### src/rtl/rob.sv
// Reorder buffer: in-order retirement of out-of-order results. Optional flush port via ROB_FLUSH_EN.
// Latency: writeback to commit is 1 cycle (done registered), commit is combinational off head state.
// Backpressure: alloc_ready_o drops when full (registered state only); commit side never stalls.
//
// Ports: clk_i/reset_i (sync, active-high); alloc_* dispatch handshake returning alloc_tag_o;
// wb_* result writeback by tag; commit_* retirement to the regfile; empty_o/count_o occupancy.
// `define ROB_FLUSH_EN adds flush_i, which clears all state like reset.
module rob #(
    parameter int ROB_DEPTH = 8,
    parameter int DATA_W    = 32,
    localparam int TAG_W    = $clog2(ROB_DEPTH)
) (
    input  logic              clk_i,
    input  logic              reset_i,
`ifdef ROB_FLUSH_EN
    input  logic              flush_i,
`endif
    input  logic              alloc_valid_i,
    input  logic [4:0]        alloc_rd_addr_i,
    input  logic [DATA_W-1:0] alloc_pc_i,
    output logic              alloc_ready_o,
    output logic [TAG_W-1:0]  alloc_tag_o,
    input  logic              wb_valid_i,
    input  logic [TAG_W-1:0]  wb_tag_i,
    input  logic [DATA_W-1:0] wb_value_i,
    output logic              commit_valid_o,
    output logic [4:0]        commit_rd_addr_o,
    output logic [DATA_W-1:0] commit_value_o,
    output logic [DATA_W-1:0] commit_pc_o,
    output logic              empty_o,
    output logic [TAG_W:0]    count_o
);

    typedef struct packed {
        logic [4:0]        rd;
        logic [DATA_W-1:0] pc;
        logic [DATA_W-1:0] value;
    } entry_t;

    entry_t               entry_q [ROB_DEPTH];
    logic [ROB_DEPTH-1:0] busy_q;
    logic [ROB_DEPTH-1:0] done_q;

    // Pointers carry one extra wrap bit above the index.
    logic [TAG_W:0]   head_q;
    logic [TAG_W:0]   tail_q;
    logic [TAG_W-1:0] head_idx;
    logic [TAG_W-1:0] tail_idx;
    logic             full;
    logic             alloc_fire;
    logic             clear_all;

    assign head_idx = head_q[TAG_W-1:0];
    assign tail_idx = tail_q[TAG_W-1:0];
    assign full     = (head_idx == tail_idx) && (head_q[TAG_W] != tail_q[TAG_W]);

    assign count_o       = tail_q - head_q;
    assign empty_o       = (head_q == tail_q);
    assign alloc_ready_o = !full;
    assign alloc_tag_o   = tail_idx;
    assign alloc_fire    = alloc_valid_i && alloc_ready_o;

`ifdef ROB_FLUSH_EN
    assign clear_all      = reset_i || flush_i;
    assign commit_valid_o = busy_q[head_idx] && done_q[head_idx] && !flush_i;
`else
    assign clear_all      = reset_i;
    assign commit_valid_o = busy_q[head_idx] && done_q[head_idx];
`endif

    assign commit_rd_addr_o = commit_valid_o ? entry_q[head_idx].rd    : '0;
    assign commit_value_o   = commit_valid_o ? entry_q[head_idx].value : '0;
    assign commit_pc_o      = commit_valid_o ? entry_q[head_idx].pc    : '0;

    always_ff @(posedge clk_i) begin
        if (clear_all) begin
            head_q <= '0;
            tail_q <= '0;
            busy_q <= '0;
            done_q <= '0;
            for (int i = 0; i < ROB_DEPTH; i++) begin
                entry_q[i] <= '0;
            end
        end else begin
            // Allocation only fires when not full, so tail never aliases a committing head.
            if (alloc_fire) begin
                entry_q[tail_idx] <= '{rd: alloc_rd_addr_i, pc: alloc_pc_i, value: '0};
                busy_q[tail_idx]  <= 1'b1;
                done_q[tail_idx]  <= 1'b0;
                tail_q            <= tail_q + 1'b1;
            end
            // Stale or stray results for free slots are dropped.
            if (wb_valid_i && busy_q[wb_tag_i]) begin
                entry_q[wb_tag_i].value <= wb_value_i;
                done_q[wb_tag_i]        <= 1'b1;
            end
            // Placed last so a retiring entry is freed even if it also sees a writeback.
            if (commit_valid_o) begin
                busy_q[head_idx] <= 1'b0;
                done_q[head_idx] <= 1'b0;
                head_q           <= head_q + 1'b1;
            end
        end
    end

endmodule
### config.mk
export PLATFORM = sky130hd
export DESIGN_NAME = rob
export DESIGN_NICKNAME = d
export VERILOG_FILES = /design/src/rtl/rob.sv
export SDC_FILE = /design/constraint.sdc
export NUM_CORES = 1
export LEC_CHECK = 0
export ABC_AREA = 1
export BUFFER_PORTS_ARGS = -buffer_cell sky130_fd_sc_hd__buf_2
export CAP_MARGIN = 20
export CORE_ASPECT_RATIO = 1.4
export CORE_MARGIN = 2
export CORE_UTILIZATION = 50
export CTS_BUF_LIST = sky130_fd_sc_hd__clkbuf_16
export DETAILED_ROUTE_END_ITERATION = 10
export GPL_ROUTABILITY_DRIVEN = 1
export GPL_TIMING_DRIVEN = 0
export PLACE_DENSITY = 0.75
export SLEW_MARGIN = 15
export SYNTH_ARGS = -nofsm -noshare
export SYNTH_HDL_FRONTEND = slang
export SYNTH_SLANG_ARGS = --single-unit
### constraint.sdc
create_clock -name clk_i -period 9.59 [get_ports clk_i]
set_input_delay 0.4795 -clock clk_i [delete_from_list [all_inputs] [get_ports clk_i]]
set_output_delay 0.4795 -clock clk_i [all_outputs]
set_load 0.01 [all_outputs]
Word level (Yosys, flattened, before mapping)
Memories as Yosys holds them, arrays and structs flattened. A register that Yosys moved wholly into a read port is not among the register bits.
Index checks and enable logic that the tools add are counted.

storage, ports and cells
  bits of input ports = 76
  bits in writable memories = 552
  word-level logic and storage cells = 73
  output and inout bits = 79
  memories = 1
  bits in registers = 24

cells by class
  multiplexer cells = 39
  $add $sub $neg = 3
  order comparisons = 6
  bitwise logic cells = 7
  eq/ne operators = 3
  reduce and logical (&&, ||, !) cells = 10

memories
  memory   words  bits a word  rd ports  clocked after Yosys merged registers in  wr ports  RTL line  text
  entry_q  8      69           1         1                                        8         40        entry_t entry_q [ROB_DEPTH];

operator list
  operator               number
  $mux W69               2
  $reduce_or A69 Y1      2
  $mux W32               2
  $mux W8                8
  $and A8 B8 Y8          3
  $not A8 Y8             2
  $or A8 B8 Y8           2
  $mux W1                15
  $lt A3 B4 Y1 const B   3
  $mux W3                4
  $bmux W1 S3            3
  $demux W1 S3           3
  $ge A3 B1 Y1 const B   3
  $add A4 B1 Y4 const B  2
  $logic_and A1 B1 Y1    7
  $mux W5                1
  $eq A4 B4 Y1           1
  $sub A4 B4 Y4          1
  $eq A3 B3 Y1           1
  $mux W2                1
  $logic_not A1 Y1       1
  $ne A1 B1 Y1           1

Depth between registers and ports, before layout
  depth in word-level cells = 13
  gate-level depth with buffers = 14
  mapped depth without buffers = 12

Worst setup path before layout
OpenSTA, ideal clock, no wires.

  path kind = reg-to-reg
  from = register tail_q[0]
  to = memory entry_q[7][0] in the netlist's numbering, enable pin
  buffers on the path = 2
  library setup time = 561 ps
  arrival = 2531 ps
  stages on the path, launching flop included = 12
  clock period less this slack = 3093 ps
  required time = 9029 ps
  path slack = 6497 ps
  cells stage by stage = dfxtp_1 -> clkbuf_1 -> inv_1 -> ha_1 -> nand2_1 -> nor2_1 -> nand2_2 -> nand2_4 -> nor2_4 -> nand3_1 -> buf_2 -> nand3_1

RTL lines
  what                    RTL line  text
  from (decl)             46        logic [TAG_W:0] tail_q;
  from (signal assigned)  90        tail_q <= tail_q + 1'b1;
  to (decl)               40

==> impl_metrics.tcl <==
set metrics [dict create \
    grt_setup_unrepaired "no" \
    r2r_cells 12 \
    cts_resized 0 \
    via_per_inst 5.923 \
    crit_path_top_delay_cell "nand2_2" \
    gr-total-overflow 0 \
    switchingPower_uw 1194 \
    dp_cells 3298 \
    portBuffers 152 \
    maxClockFrequency_ghz 0.2531 \
    cap_viol_max_count 0 \
    ios 155 \
    swShare_pct 22.01 \
    drv_slew 0 \
    cp_slowest_stage_delay_ns 0.58 \
    hold_end "head_q[3]$_SDFFE_PP0P_" \
    postCtsSetupBuffers 0 \
    ctsHoldBuffers 0 \
    max-slew-margin-rel_pct 35.02 \
    routed_wl_um 77740 \
    fin_ws_ns 5.639 \
    antenna_cells 0 \
    cts_htree_levels 2 \
    grt_pass1_wl_um 115300 \
    fp-row-count 99 \
    yosysUniqueCellTypes 32 \
    min_period_ns 3.951 \
    p_leak_uw 0.01252 \
    core_area_um2 51780 \
    start_util_pct 50.36 \
    drive_above_1_share_pct 13.06 \
    nets 2780 \
    postSynth.asyncResetShare_pct 0 \
    r2r-start "tail_q[0]$_SDFFE_PP0N_" \
    drtAntennaViolNets 0 \
    placed_area_um2 28060 \
    antenna_found_initial 0 \
    powerDensity_nw_per_um2 181.6 \
    cts_root_buffer "clkbuf_16" \
    fp.dieH_um 274.2 \
    cp.required_ns 9.92 \
    place_ws_ns 5.851 \
    path_class "reg -> reg" \
    path_max_fanout 21 \
    synth_edf_count 552 \
    cts_num_sinks 579 \
    cts_made_buffers 54 \
    cpLargestDelayFamily "buffers and inverters" \
    clk_latency_ns 0.60 \
    synthCells 2474 \
    seq_area_frac_synth_pct 65.65 \
    cts_tree "done" \
    syn_area_per_cell_um2 10.54 \
    vias 20128 \
    worstReg2RegEnd "entry_q[4][58]$_SDFFCE_PN0P_" \
    startpoint_type "register" \
    cp-end-kind "register" \
    finalNonFillerCells 3398 \
    grt_start_max_net_pins 26 \
    clk_pin_slew_ns 0.07 \
    design_area_um2 29870 \
    track_usage_pct 28.47 \
    regToRegSetupSlack_ns 5.64 \
    drt_iter0_drc 2164 \
    cp.arrival_ns 4.28 \
    route.detailed.wl_per_inst_um 22.88 \
    p_seq_share_pct 53.7 \
    p_int_uw 4230 \
    synth_nets 2556 \
    dr.pass1.iters 8 \
    fin_setup_tns_ns 0 \
    synth-main-ff-cell "edfxtp_1" \
    status "completed" \
    fin_skew_ns 0.02818 \
    syn2layout_area_growth_pct 14.56 \
    yosys_register_bits 579 \
    crit_path_cell_trace "clkbuf_1 > inv_1 > ha_1 > nand2_1 > nor2_1 > nand2_2 > nand2_4 > nor2_4 > nand2_1 > clkbuf_1 > nand2_2 > buf_12" \
    clock_power_share_pct 41.0 \
    critical_path_buf_inv_count 4 \
    drc 0 \
    setup_viol 0 \
    die_area_um2 54010 \
    ys_warn_count 0 \
    synth_area_um2 26070 \
    worst_pin_slew_ns 0.9748 \
    clk_path_buf_depth 3 \
    dieWidth_um 197.0 \
    comb_power_share_pct 5.3 \
    grt_pass1_vias 20407 \
    hpwl_um 53120 \
    place_congestion 0.8949 \
    finalHoldViolCount 0 \
    max-vdd-ir-drop_v 0.0001586 \
    whs_path_depth 2 \
    worst_hold_path_type "in -> reg" \
    min-delay-start "reset_i" \
    post-route-period-util_pct 41.20 \
]
==> worst max path at each step <==
stage                           startpoint  depth (start not counted)                           end
global placement    tail_q[0]$_SDFFE_PP0N_                         11  entry_q[4][63]$_SDFFCE_PN0P_
global route        tail_q[0]$_SDFFE_PP0N_                         12  entry_q[4][58]$_SDFFCE_PN0P_
floorplan           tail_q[0]$_SDFFE_PP0N_                         11   entry_q[7][0]$_SDFFCE_PN0P_
detailed placement  tail_q[0]$_SDFFE_PP0N_                         12  entry_q[4][62]$_SDFFCE_PN0P_
CTS                 tail_q[0]$_SDFFE_PP0N_                         12  entry_q[4][58]$_SDFFCE_PN0P_
finish              tail_q[0]$_SDFFE_PP0N_                         12  entry_q[4][58]$_SDFFCE_PN0P_
==> final cells by class <==
class	count	area (µm²)
sequential	579	17120
inverter	112	425.4
clock buffer	54	1351
buffer	175	904.6
clock inverter	46	460.4
timing repair buffer	168	1104
tap	656	820.8
fill	4293	21910
multi-input combinational	1608	7686
==> layout by cell type (no fill, tap or decap), types with 2 or more instances in the layout <==
| cell type | instances |
|---|---|
| clkinvlp_4 | 3 |
| nand3_1 | 18 |
| clkbuf_16 | 54 |
| o21ai_1 | 2 |
| nand2_1 | 516 |
| clkinv_4 | 2 |
| a32oi_1 | 138 |
| dfxtp_1 | 27 |
| buf_4 | 5 |
| nor3_1 | 14 |
| buf_2 | 191 |
| o21ai_0 | 8 |
| nand2_4 | 8 |
| inv_2 | 4 |
| clkinv_1 | 15 |
| edfxtp_1 | 552 |
| clkinv_2 | 8 |
| buf_6 | 24 |
| nand4_1 | 2 |
| xor2_1 | 2 |
| buf_1 | 8 |
| xnor2_1 | 2 |
| nand4_2 | 3 |
| clkbuf_1 | 99 |
| nor2_1 | 646 |
| nand2_2 | 15 |
| ha_1 | 5 |
| buf_12 | 13 |
| bufinv_16 | 9 |
| mux2i_1 | 69 |
| buf_16 | 3 |
| nor2_2 | 2 |
| nand3_2 | 8 |
| a21oi_1 | 146 |
| inv_1 | 114 |
==> kinds of logic after synthesis <==
kind of cell,Yosys count,share of synthesized area [%]
buffers and inverters,287,5.101
AOI/OAI and AO/OA,295,7.664
DFF,579,65.65
and+or+nand+nor,1234,18.49
xor gates and xnor gates,4,0.1344
adders and majority gates,6,0.3167
muxes,69,2.649
==> synth_stat cells (3+ instances only) <==
cell type | number | area (µm²)
nor2_1 | 646 | 2425
edfxtp_1 | 552 | 16580
nand2_1 | 524 | 1967
a21oi_1 | 146 | 730.7
a32oi_1 | 138 | 1209
inv_1 | 106 | 397.9
clkbuf_1 | 99 | 371.6
mux2i_1 | 69 | 690.7
buf_2 | 39 | 195.2
dfxtp_1 | 27 | 540.5
nand3_1 | 26 | 130.1
buf_6 | 24 | 270.3
nor3_1 | 14 | 70.07
buf_1 | 8 | 30.03
nand2_4 | 8 | 90.09
o21ai_0 | 8 | 40.04
nand2_2 | 7 | 43.79
buf_4 | 5 | 37.54
ha_1 | 5 | 62.56
inv_2 | 4 | 15.01
nand4_2 | 3 | 37.54
==> through the flow <==
stage	power [µW]	util (%)	hold slack, ns
after floorplan	3118	-	0.4461
after global placement	3221	53.41	0.4697
after detailed placement	3250	54.19	0.4818
after CTS	5415	57.69	0.2386
after global routing	5542	57.69	0.2638
final	5424	57.69	0.2608
==> per-layer routing <==
metal / GRT usage [%] / vias up / part of all wire (%)
met5: 0 / - / 0
met4: 15.49 / 0 / 5.4
met3: 4.883 / 268 / 9.7
met2: 52.11 / 1248 / 52
met1: 31.36 / 9674 / 32
li1: - / 8938 / -
==> registers in the layout, summed over array words and instances (netlist names), named ones only <==
register,count
tail_q,4
done_q,8
entry_q,552
head_q,4
busy_q,8
==> power by group through the flow <==
stage / logic (µW) / registers [µW] / clock network [µW]
after floorplan: 160 / 2960 / 0
after global placement: 254 / 2970 / 0
after detailed placement: 285 / 2960 / 0
after CTS: 287 / 2910 / 2220
after global routing: 310 / 2920 / 2310
final: 290 / 2910 / 2220
(Power assumes the default switching activity.)
